==> config.mk <==
export PLATFORM = sky130hd
export DESIGN_NAME = alu_seq
export DESIGN_NICKNAME = d
export VERILOG_FILES = /design/src/rtl/alu_seq.sv
export SDC_FILE = /design/constraint.sdc
export NUM_CORES = 1
export LEC_CHECK = 0
export ABC_AREA = 1
export CORE_ASPECT_RATIO = 0.5
export CORE_UTILIZATION = 55
export DETAILED_ROUTE_END_ITERATION = 10
export PLACE_DENSITY = 0.85
export SLEW_MARGIN = 20
export SYNTH_ARGS = -nofsm -noshare
export SYNTH_HDL_FRONTEND = slang
export SYNTH_SLANG_ARGS = --single-unit
==> constraint.sdc <==
create_clock -name clk -period 2.49 [get_ports clk]
set_input_delay 0.3735 -clock clk [delete_from_list [all_inputs] [get_ports clk]]
set_output_delay 0.3735 -clock clk [all_outputs]
set_load 0.01 [all_outputs]
==> src/rtl/alu_seq.sv <==
// Command sequencer feeding a combinational 4-bit ALU: register file, sticky flags,
// and a valid/ready response channel with backpressure. One command in flight at a time.
module alu_seq #(
  parameter int unsigned DW  = 4,
  parameter int unsigned RAW = 2
) (
  input  logic           clk,
  input  logic           rst,
  input  logic           in_valid,
  output logic           in_ready,
  input  logic [1:0]     in_cmd,
  input  logic [2:0]     in_op,
  input  logic [RAW-1:0] in_rd,
  input  logic [RAW-1:0] in_rs1,
  input  logic [RAW-1:0] in_rs2,
  input  logic [DW-1:0]  in_imm,
  output logic [DW-1:0]  alu_a,
  output logic [DW-1:0]  alu_b,
  output logic [2:0]     alu_op,
  input  logic [DW-1:0]  alu_result,
  input  logic           alu_zero,
  input  logic           alu_carry,
  output logic           out_valid,
  input  logic           out_ready,
  output logic [DW-1:0]  out_data,
  output logic           out_zero,
  output logic           out_carry,
  output logic           flag_z,
  output logic           flag_c
);

  localparam int unsigned NumRegs = 1 << RAW;

  localparam logic [1:0] CmdAlu   = 2'b00;
  localparam logic [1:0] CmdLoadi = 2'b01;
  localparam logic [1:0] CmdRead  = 2'b10;
  localparam logic [1:0] CmdNop   = 2'b11;

  typedef enum logic [1:0] {StIdle, StExec, StResp} state_e;

  state_e           state;
  logic [1:0]       cmd_q;
  logic [RAW-1:0]   rd_q;
  logic [DW-1:0]    imm_q;
  logic [DW-1:0]    rf [NumRegs];

  assign in_ready = (state == StIdle);

  always_ff @(posedge clk or posedge rst) begin
    if (rst) begin
      state     <= StIdle;
      cmd_q     <= CmdNop;
      rd_q      <= '0;
      imm_q     <= '0;
      alu_a     <= '0;
      alu_b     <= '0;
      alu_op    <= '0;
      out_valid <= 1'b0;
      out_data  <= '0;
      out_zero  <= 1'b0;
      out_carry <= 1'b0;
      flag_z    <= 1'b0;
      flag_c    <= 1'b0;
      for (int i = 0; i < NumRegs; i++) rf[i] <= '0;
    end else begin
      unique case (state)
        StIdle: begin
          if (in_valid) begin
            // Operands are fetched for every command; READ reuses alu_a as its source.
            cmd_q  <= in_cmd;
            rd_q   <= in_rd;
            imm_q  <= in_imm;
            alu_a  <= rf[in_rs1];
            alu_b  <= rf[in_rs2];
            alu_op <= in_op;
            state  <= StExec;
          end
        end
        StExec: begin
          unique case (cmd_q)
            CmdAlu: begin
              rf[rd_q]  <= alu_result;
              flag_z    <= alu_zero;
              flag_c    <= alu_carry;
              out_data  <= alu_result;
              out_zero  <= alu_zero;
              out_carry <= alu_carry;
            end
            CmdLoadi: begin
              rf[rd_q]  <= imm_q;
              flag_z    <= (imm_q == '0);
              flag_c    <= 1'b0;
              out_data  <= imm_q;
              out_zero  <= (imm_q == '0);
              out_carry <= 1'b0;
            end
            CmdRead: begin
              out_data  <= alu_a;
              out_zero  <= (alu_a == '0);
              out_carry <= 1'b0;
            end
            CmdNop: begin
              out_data  <= '0;
              out_zero  <= 1'b1;
              out_carry <= 1'b0;
            end
          endcase
          out_valid <= 1'b1;
          state     <= StResp;
        end
        StResp: begin
          if (out_ready) begin
            out_valid <= 1'b0;
            state     <= StIdle;
          end
        end
        default: state <= StIdle;
      endcase
    end
  end

endmodule
Word-level counts from Yosys, hierarchy flattened
Index checks and enable logic that the tools add are counted.
- register bits after elaboration: 46
- bits in latches: 0
- RAM bits: 0
- memory bits (read-only): 0
- bits of input ports: 25
- output and inout port bits: 21
- word-level logic and storage cells: 64
- memories kept: 0
- add/subtract/negate cells: 0
- multipliers: 0
- divide/modulo/power cells: 0
- $lt $le $gt $ge: 4
- equal/unequal tests: 7
- shift-type cells: 0
- muxes and demuxes: 21
- bitwise logic cells: 3
- reductions and logical operators: 12
- operators with widths (kind ; count):
    bitwise mux 16 bit ; 2
    case mux 16 bit (2 select lines) ; 1
    two-way mux 4 bit ; 5
    binary-select mux 4 bit (select 2 bit) ; 2
    case mux 4 bit (4 select lines) ; 1
    greater-or-equal comparator 3 bit (second input constant) ; 3
    NOT 2 -> 3 bit ; 3
    demux 4 bit (select 2 bit) ; 1
    zero test 4 bit ; 2
    case mux 1 bit (2 select lines) ; 4
    AND reduction 2 bit ; 4
    == test 2 bit (second input constant) ; 3
    case mux 2 bit (3 select lines) ; 1
    == test 2 x 1 -> 1 bit (second input constant) ; 2
    zero test 2 bit ; 2
    two-way mux 2 bit ; 2
    != test 2 bit (second input constant) ; 2
    case mux 1 bit (4 select lines) ; 1
    nonzero test 2 bit ; 2
    less-than comparator 3 x 1 -> 1 bit (second input constant) ; 1
    OR reduction 3 bit ; 1
    logical AND 1 bit ; 1
    two-way mux 1 bit ; 1

Longest topological paths before layout
Gate-level depths: netlist (run 1).
- word-level depth: 7
- gate-level depth with buffers: 7
- mapped depth without buffers: 7

Worst setup path before layout (run 1)
No wires, ideal clock.
- path type: register -> register
- from: register state[1]
- to: register rd_q[1]
- setup time: 0.126 ns
- arrival time: 1.024 ns
- data required time: 2.364 ns
- slack: 1.340 ns
- stages on the path, launching flop included: 6
- buffers on the path: 1
- period minus slack after synthesis: 1.150 ns
- cell sequence: dfrtp_1 -> nor2_2 -> nand2_4 -> inv_2 -> buf_4 -> o21ai_0
- cells in the longest elaborated chain, start to end: 2
- ends and longest elaborated chain (item ; RTL line ; text):
    start, declared ; 41 ; state_e state;
    start signal, assigned ; 51 ; state <= StIdle;
    start signal, assigned ; 76 ; state <= StExec;
    start signal, assigned ; 109 ; state <= StResp;
    zero test 2 bit ; -- ;
    via in_ready ; 10 ; output logic in_ready,
    AND reduction 2 bit (no line) ; -- ;
    end signal, assigned ; 71 ; rd_q <= in_rd;
    end, declared ; 43 ; logic [RAW-1:0] rd_q;
The timed path passes the listed nets, and every way through them passes these cells.
A chain may end at the register's enable or synchronous reset.

Worst setup path in the final report (run 1)
- from: register state[1]
- to: output port in_ready
- cells in the longest elaborated chain, start to end: 1
- ends and longest elaborated chain (item ; RTL line ; text):
    zero test 2 bit ; 47 ; assign in_ready = (state == StIdle);
    end, declared ; 10 ;
No other way between the ends.

==> metrics.cfg, run 1 <==
[outcome]
status = complete, no violations

[cts]
ctsResizeCount = 0
cts_buffers = 5
cts_hold_buf = 0
clk_latency_ps = 290
cts_sinks = 46
clock_path_buffers = 2
clock-root-buffer = clkbuf_8
cts_tree = done
cts.clk_slew.worst_paths_ps = 80
htreeDepth = 2
cts_setup_buffers = 0

[sta]
period_needed_ps = 1840
slew_violations = 0
relSlewSlack_pct = 51.7
post-route-period-util_pct = 73.9
setup_viol = 0
max_freq_mhz = 543
tns_ps = 0
hold_slack_ps = 415
skew_ps = 6.49
rsz0062_at_grt = false
tightest_slew_ps = 720
hold_violations = 0

[pwr]
irDropWorstVdd_mv = 0.586
powerDensity_nw_per_um2 = 1190
power_leakage_nw = 1.35

[floorplan]
placementRows = 15
die_y_um = 47.1
die_w_um = 92.1
die-area_um2 = 4340
io_pins = 46
core_area_um2 = 3660
initial_utilization_pct = 61.1

[worst_setup_path]
worstPathArrival_ps = 1470
end_kind = output pin
worstPathRequired_ps = 2120
startpoint_type = flop
worstPathMaxFanout = 4
crit_type = flop to output pin

[synthesis]
ys_seq_area_share_pct = 51.6
netlist_area_um2 = 2230
yosys.cell_types.count = 21
syn_inst = 286
synth_fp_nets = 311
synth_seq_cells = 46
avgSynthCellArea_um2 = 7.81
yosysWarnings = 0

[route]
ant_nets = 0
viasPerCell = 5.29
drc = 0
dr.first_iter.drc_count = 127
vias = 2032
first_pass_iters = 5
wl_um = 5360
wl_per_cell_um = 14.0

[finish]
n_antenna_cell = 0
layout_commonest_cell = nand2_1
num-nets-final = 357
area_delta_synth_final_pct = 25.0
drive_gt1_share_pct = 6.01
final_cell_mix = nand2_1, clkdlybuf4s50_1, dfrtp_1

[global_routing]
antenna_found_initial = 0
grt_pass1_vias = 1853
track_usage_pct = 27.4
grt_pass1_wl_um = 8690
gr-total-overflow = 0
grt_max_degree = 26

[placement]
dp.final_hpwl_um = 4050
portBuffers = 45
place_congestion = 0.845

[min_path]
hp-class = primary input to async pin

[flow_run]
drv_cap = 0

[cells in the mapped netlist]
cell	count	share of area, %
o211ai_1	16	5.4
nand2_2	1	0.28
clkbuf_2	2	0.45
nand2_8	1	0.90
nor2_1	15	2.5
nand2_1	139	23
inv_1	17	2.9
inv_2	3	0.50
buf_6	1	0.50
nand2_4	2	1.0
buf_2	3	0.67
nand3_1	8	1.8
dfrtp_1	44	49
buf_4	2	0.67
dfstp_2	2	2.4
o21ai_1	12	2.7
a21oi_1	1	0.22
inv_6	1	0.39
nor2_4	2	1.0
o21ai_0	13	2.9
nor2_2	1	0.28
[final cells by class]
class                           instances  area, µm²
Tap cell                               51       63.8
Timing Repair Buffer                   47        465
Inverter                               21       83.8
Multi-Input combinational cell        211        946
Fill cell                             308        867
Sequential cell                        46       1150
Clock buffer                            8       80.1
[per-stage QoR]
| step | instances | setup slack (ps) | power (mW) | cell area [µm²] | util (%) |
|---|---|---|---|---|---|
| after global placement | 376 | 834 | 2.81 | 2710 | 74.1 |
| after CTS | 384 | 644 | 3.34 | 2790 | 76.3 |
| final | 384 | 650 | 3.33 | 2790 | 76.3 |
| after detailed placement | 376 | 774 | 2.89 | 2710 | 74.1 |
| after global routing | 384 | 564 | 3.58 | 2790 | 76.3 |
| after floorplan | 286 | 1030 | 2.27 | 2230 | - |
[cells by family (layout without fill, tap and decap cells)]
logic type      Yosys count  count (layout)  synth area share [%]
compound gates           42              42                  11.2
buf+inv                  29              76                  6.05
flops                    46              46                  51.6
simple gates            169             169                  31.1
[worst max-delay path, cell delays in order (launching register included)]
cell	delay, ps
dfrtp_1	420
nor2_2	190
clkdlybuf4s50_1	560
[metal layers]
metal,global-route usage (%),vias to the layer above,routed length [µm]
met5,0,-,0
met1,34.6,944,2410
li1,-,995,-
met2,49.0,91,2530
met4,7.81,0,29
met3,6.96,2,384
[path summary, 6_finish.rpt]
kind / start / end / cells after the start / slack (ps)
max reg2reg: state[1] / cmd_q[1] / 5 / 1080
max: state[1] / in_ready / 2 / 650
max in group asynchronous: rst / cmd_q[1] / 3 / 1420
min in group clk: out_data[2] / out_data[2] / 2 / 480
min: rst / rf[10] / 2 / 420
min reg2reg: out_data[2] / out_data[2] / 2 / 480
[registers in the layout, summed over array words and instances, names as in the netlist]
signal	flops
out_carry	1
out_valid	1
flag_z	1
rf	16
alu_a	4
cmd_q	2
alu_op	3
out_zero	1
alu_b	4
imm_q	4
flag_c	1
state	2
rd_q	2
out_data	4
[power by group]
| part | leakage [nW] | switching, mW | internal, mW | total (mW) |
|---|---|---|---|---|
| clock network | 0.0395 | 0.239 | 0.200 | 0.439 |
| logic | 0.753 | 0.875 | 0.630 | 1.50 |
| registers | 0.556 | 0.260 | 1.12 | 1.38 |
| total | 1.35 | 1.37 | 1.95 | 3.33 |
Power figures use the tool's default switching activity.
==> run 2, diff against run 1 <==
--- a/config.mk
+++ b/config.mk
@@ -7,9 +7,9 @@
 export LEC_CHECK = 0
 export ABC_AREA = 1
 export CORE_ASPECT_RATIO = 0.5
-export CORE_UTILIZATION = 55
+export CORE_UTILIZATION = 46
 export DETAILED_ROUTE_END_ITERATION = 10
-export PLACE_DENSITY = 0.85
+export PLACE_DENSITY = 0.76
 export SLEW_MARGIN = 20
 export SYNTH_ARGS = -nofsm -noshare
 export SYNTH_HDL_FRONTEND = slang
==> constraint.sdc (replaced) <==
create_clock -name clk -period 1.5 [get_ports clk]
set_input_delay 0.225 -clock clk [delete_from_list [all_inputs] [get_ports clk]]
set_output_delay 0.225 -clock clk [all_outputs]
set_load 0.01 [all_outputs]
==> metrics.cfg, run 2 (synthesized netlist as in run 1, its figures left out) <==
[flow_run]
drv_cap = 0

[placement]
dp.final_hpwl_um = 3790
portBuffers = 45
place_congestion = 0.886
dp_cells = 395
pre_cts_ws_ps = 129
postPlaceCellArea_um2 = 2800

[sta]
hold_violations = 0
skew_ps = 7.11
rsz0062_at_grt = false
setup_slack_ps = 43.0
period_needed_ps = 1460
tightest_slew_ps = 466
relSlewSlack_pct = 68.7
max_freq_mhz = 686
tns_ps = 0
setup_viol = 0
hold_slack_ps = 260
post-route-period-util_pct = 97.1
slew_violations = 0

[route]
first_pass_iters = 5
wl_per_cell_um = 12.7
drc = 0
dr.first_iter.drc_count = 78
viasPerCell = 4.98
vias = 2025
wl_um = 5170
ant_nets = 0

[finish]
fin_area_um2 = 2930
largest_reg_flops = 16
fillers = 399
fin_util_pct = 64.6
num-nets-final = 365
regMostFlops = rf
area_delta_synth_final_pct = 31.0
n_antenna_cell = 0
final_cells = 407
drive_gt1_share_pct = 9.38
seq_area_um2 = 1150
layout_commonest_cell = nand2_1
multiInputGateArea_um2 = 948
final_cell_mix = nand2_1, dfrtp_1, clkdlybuf4s50_1

[worst_setup_path]
critical_path.slowest_cell = clkdlybuf4s50_1
worstPathArrival_ps = 1230
rr_startpoint = cmd_q[1]
cp_top_family = buffers and inverters
startpoint_type = flop
cp_cell_sequence = clkdlybuf4s50_1
worstPathRequired_ps = 1270
crit_start = alu_a[3]
critPathBufInv = 1
worstPathMaxFanout = 2
end_kind = output pin
crit_type = flop to output pin
max_stage_delay_ps = 550

[pwr]
p_total_mw = 5.72
powerDensity_nw_per_um2 = 1950
power_switching_mw = 2.32
power_leakage_nw = 1.42
switching_share_pct = 40.6
clkPwrFrac_pct = 14.1
power_frac_comb_pct = 46.3
seq_power_share_pct = 39.6
irDropWorstVdd_mv = 0.723
p_int_mw = 3.40

[cts]
cts_hold_buf = 0
clock-root-buffer = clkbuf_8
cts_sinks = 46
htreeDepth = 2
cts_tree = done
cts.clk_slew.worst_paths_ps = 90
cts_buffers = 5
clk_latency_ps = 300
clock_path_buffers = 2

[floorplan]
die-area_um2 = 5160
die_y_um = 51.3
core_area_um2 = 4530
initial_utilization_pct = 49.3
placementRows = 17
io_pins = 46
die_w_um = 101

[global_routing]
gr-total-overflow = 0
antenna_found_initial = 0
track_usage_pct = 23.1
grt_pass1_vias = 1939
grt_max_degree = 47
grt_pass1_wl_um = 9030

[outcome]
status = complete, no violations

[min_path]
hp-class = primary input to async pin

## run 2: path summary, 6_finish.rpt
check / endpoint / slack [ps] / cells after the start
max: alu_a[3] / 40 / 1
min: out_data[1] / 260 / 3
max reg2reg: rf[3] / 130 / 6
min reg2reg: flag_c / 480 / 2
max in group asynchronous: cmd_q[1] / 960 / 3
min in group clk: cmd_q[0] / 450 / 3
## run 2: per-layer routing
metal	track usage [%]	routed length, µm
met3	4.38	285
met1	31.7	2490
met4	7.25	76
met5	0	0
met2	37.4	2310
## run 2: timing repair
action,CTS,global route
endpoints found under the setup margin,5,11
gates resized for setup,1,2
buffers inserted,4,0
## run 2: power groups by stage
stage / clock [mW] / combinational, mW / sequential, mW
after global routing: 0.872 / 2.97 / 2.35
after floorplan: 0 / 1.43 / 2.33
after global placement: 0 / 2.46 / 2.27
final: 0.806 / 2.65 / 2.26
after detailed placement: 0 / 2.53 / 2.31
after CTS: 0.812 / 2.64 / 2.26
## run 2: cell type report
cell class	instances	area share [%]
clock inverter	2	0.427
timing repair buffer	55	19.3
clock buffer	6	2.82
sequential	46	39.4
tap	66	2.82
multi-input combinational	211	32.4
inverter	21	2.86
==> run 3, diff against run 2 <==
--- a/config.mk
+++ b/config.mk
@@ -7,6 +7,7 @@
 export LEC_CHECK = 0
 export ABC_AREA = 1
 export CORE_ASPECT_RATIO = 0.5
+export CORE_MARGIN = 1.5
 export CORE_UTILIZATION = 46
 export DETAILED_ROUTE_END_ITERATION = 10
 export PLACE_DENSITY = 0.76
==> metrics.cfg, run 3 (synthesized netlist as in run 1, its figures left out) <==
[floorplan]
core_area_um2 = 4530
initial_utilization_pct = 49.3
placementRows = 17
die_w_um = 102
die_y_um = 52.3
io_pins = 46
die-area_um2 = 5310

[cts]
cts_buffers = 5
cts_hold_buf = 0
clk_latency_ps = 300
cts.clk_slew.worst_paths_ps = 90
cts_sinks = 46
cts_tree = done
clock_path_buffers = 2
htreeDepth = 2
clock-root-buffer = clkbuf_8

[worst_setup_path]
worstPathMaxFanout = 2
cp_top_family = buffers and inverters
max_stage_delay_ps = 540
critical_path.slowest_cell = clkdlybuf4s50_1
cp_cell_sequence = clkdlybuf4s50_1
startpoint_type = flop
crit_type = flop to output pin
critPathBufInv = 1
end_kind = output pin
worstPathRequired_ps = 1270
worstPathArrival_ps = 1210

[route]
viasPerCell = 4.91
ant_nets = 0
wl_per_cell_um = 12.9
wl_um = 5250
drc = 0
vias = 1999
dr.first_iter.drc_count = 106
first_pass_iters = 4

[finish]
num-nets-final = 365
regMostFlops = rf
largest_reg_flops = 16
layout_commonest_cell = nand2_1
area_delta_synth_final_pct = 30.7
drive_gt1_share_pct = 9.38
final_cell_mix = nand2_1, dfrtp_1, clkdlybuf4s50_1
fin_util_pct = 64.5
n_antenna_cell = 0

[min_path]
hp-class = primary input to async pin

[placement]
place_congestion = 0.885
dp.final_hpwl_um = 3950
portBuffers = 45
pre_cts_ws_ps = 124

[sta]
rsz0062_at_grt = false
setup_viol = 0
period_needed_ps = 1440
tightest_slew_ps = 403
max_freq_mhz = 695
tns_ps = 0
setup_slack_ps = 60.2
skew_ps = 5.96
hold_violations = 0
slew_violations = 0
relSlewSlack_pct = 72.9
post-route-period-util_pct = 96.0

[global_routing]
gr-total-overflow = 0
grt_pass1_vias = 1833
track_usage_pct = 21.8
grt_max_degree = 26
grt_pass1_wl_um = 8630
antenna_found_initial = 0

[pwr]
power_leakage_nw = 1.41
irDropWorstVdd_mv = 0.700
powerDensity_nw_per_um2 = 1970

[outcome]
status = complete, no violations

[flow_run]
drv_cap = 0

## run 3: changes by cell type in the layout (fill, tap and decap cells not counted)
| cell | before | now |
|---|---|---|
| clkinvlp_4 | 1 | 0 |
| dlymetal6s2s_1 | 1 | 0 |
| nor2_2 | 2 | 0 |
| nor2_1 | 14 | 15 |
| clkbuf_8 | 6 | 8 |
| buf_4 | 7 | 9 |
| buf_12 | 3 | 1 |
| clkdlybuf4s50_1 | 43 | 44 |
| o21ai_2 | 0 | 1 |
| o21ai_1 | 12 | 11 |
| nor2_4 | 2 | 3 |
| clkinv_2 | 1 | 0 |
## run 3: area by class of cell
cell class / count / area [µm²]
repair buffers: 55 / 537
inverters: 21 / 83.8
flip-flops and latches: 46 / 1150
multi-input cells: 211 / 955
clock buffers: 8 / 110
well taps: 66 / 82.6
fillers: 376 / 1610
## run 3: power breakdown
part,total (mW),switching (mW),internal (mW)
logic,2.61,1.48,1.13
registers,2.26,0.398,1.86
clock network,0.889,0.423,0.466
## run 3: metal layers
| layer | part of all wire [%] | global-route usage, % |
|---|---|---|
| met4 | 1.0 | 6.94 |
| met2 | 46 | 35.2 |
| met3 | 7.1 | 4.00 |
| met1 | 46 | 30.0 |
| met5 | 0 | 0 |
## run 3: timing repair
item	4_1_cts	5_1_grt
setup buffers	4	0
endpoints found under the setup margin	5	4
cloned	0	0
pin swaps	0	0
gates resized for setup	1	2
## run 3: through the flow
stage | total power [mW] | std cells | area (µm²) | hold WS, ps
2_1_floorplan | 3.76 | 286 | 2230 | 324
3_3_place_gp | 4.70 | 395 | 2770 | 453
3_5_place_dp | 4.80 | 395 | 2770 | 463
4_1_cts | 5.75 | 407 | 2910 | 178
5_1_grt | 6.23 | 407 | 2920 | 202
6_report | 5.76 | 407 | 2920 | 166
## run 3: worst register-to-register path, stage by stage, from the launching register on
cell and delay, ps:
dfstp_2 580, inv_1 60, nor2_1 190, nand2_1 120, nand2_1 180, nand2_1 70, o21ai_0 80
## run 3: worst paths after layout
| check | start | end | slack [ps] | cells past startpoint |
|---|---|---|---|---|
| max | alu_a[0] | alu_a[0] | 60 | 1 |
| min | rst | out_data[3] | 170 | 2 |
| max reg2reg | cmd_q[0] | rf[2] | 130 | 6 |
| min reg2reg | flag_c | flag_c | 480 | 2 |
| max in group asynchronous | rst | alu_op[0] | 890 | 3 |
| min in group clk | in_cmd[0] | cmd_q[0] | 450 | 3 |
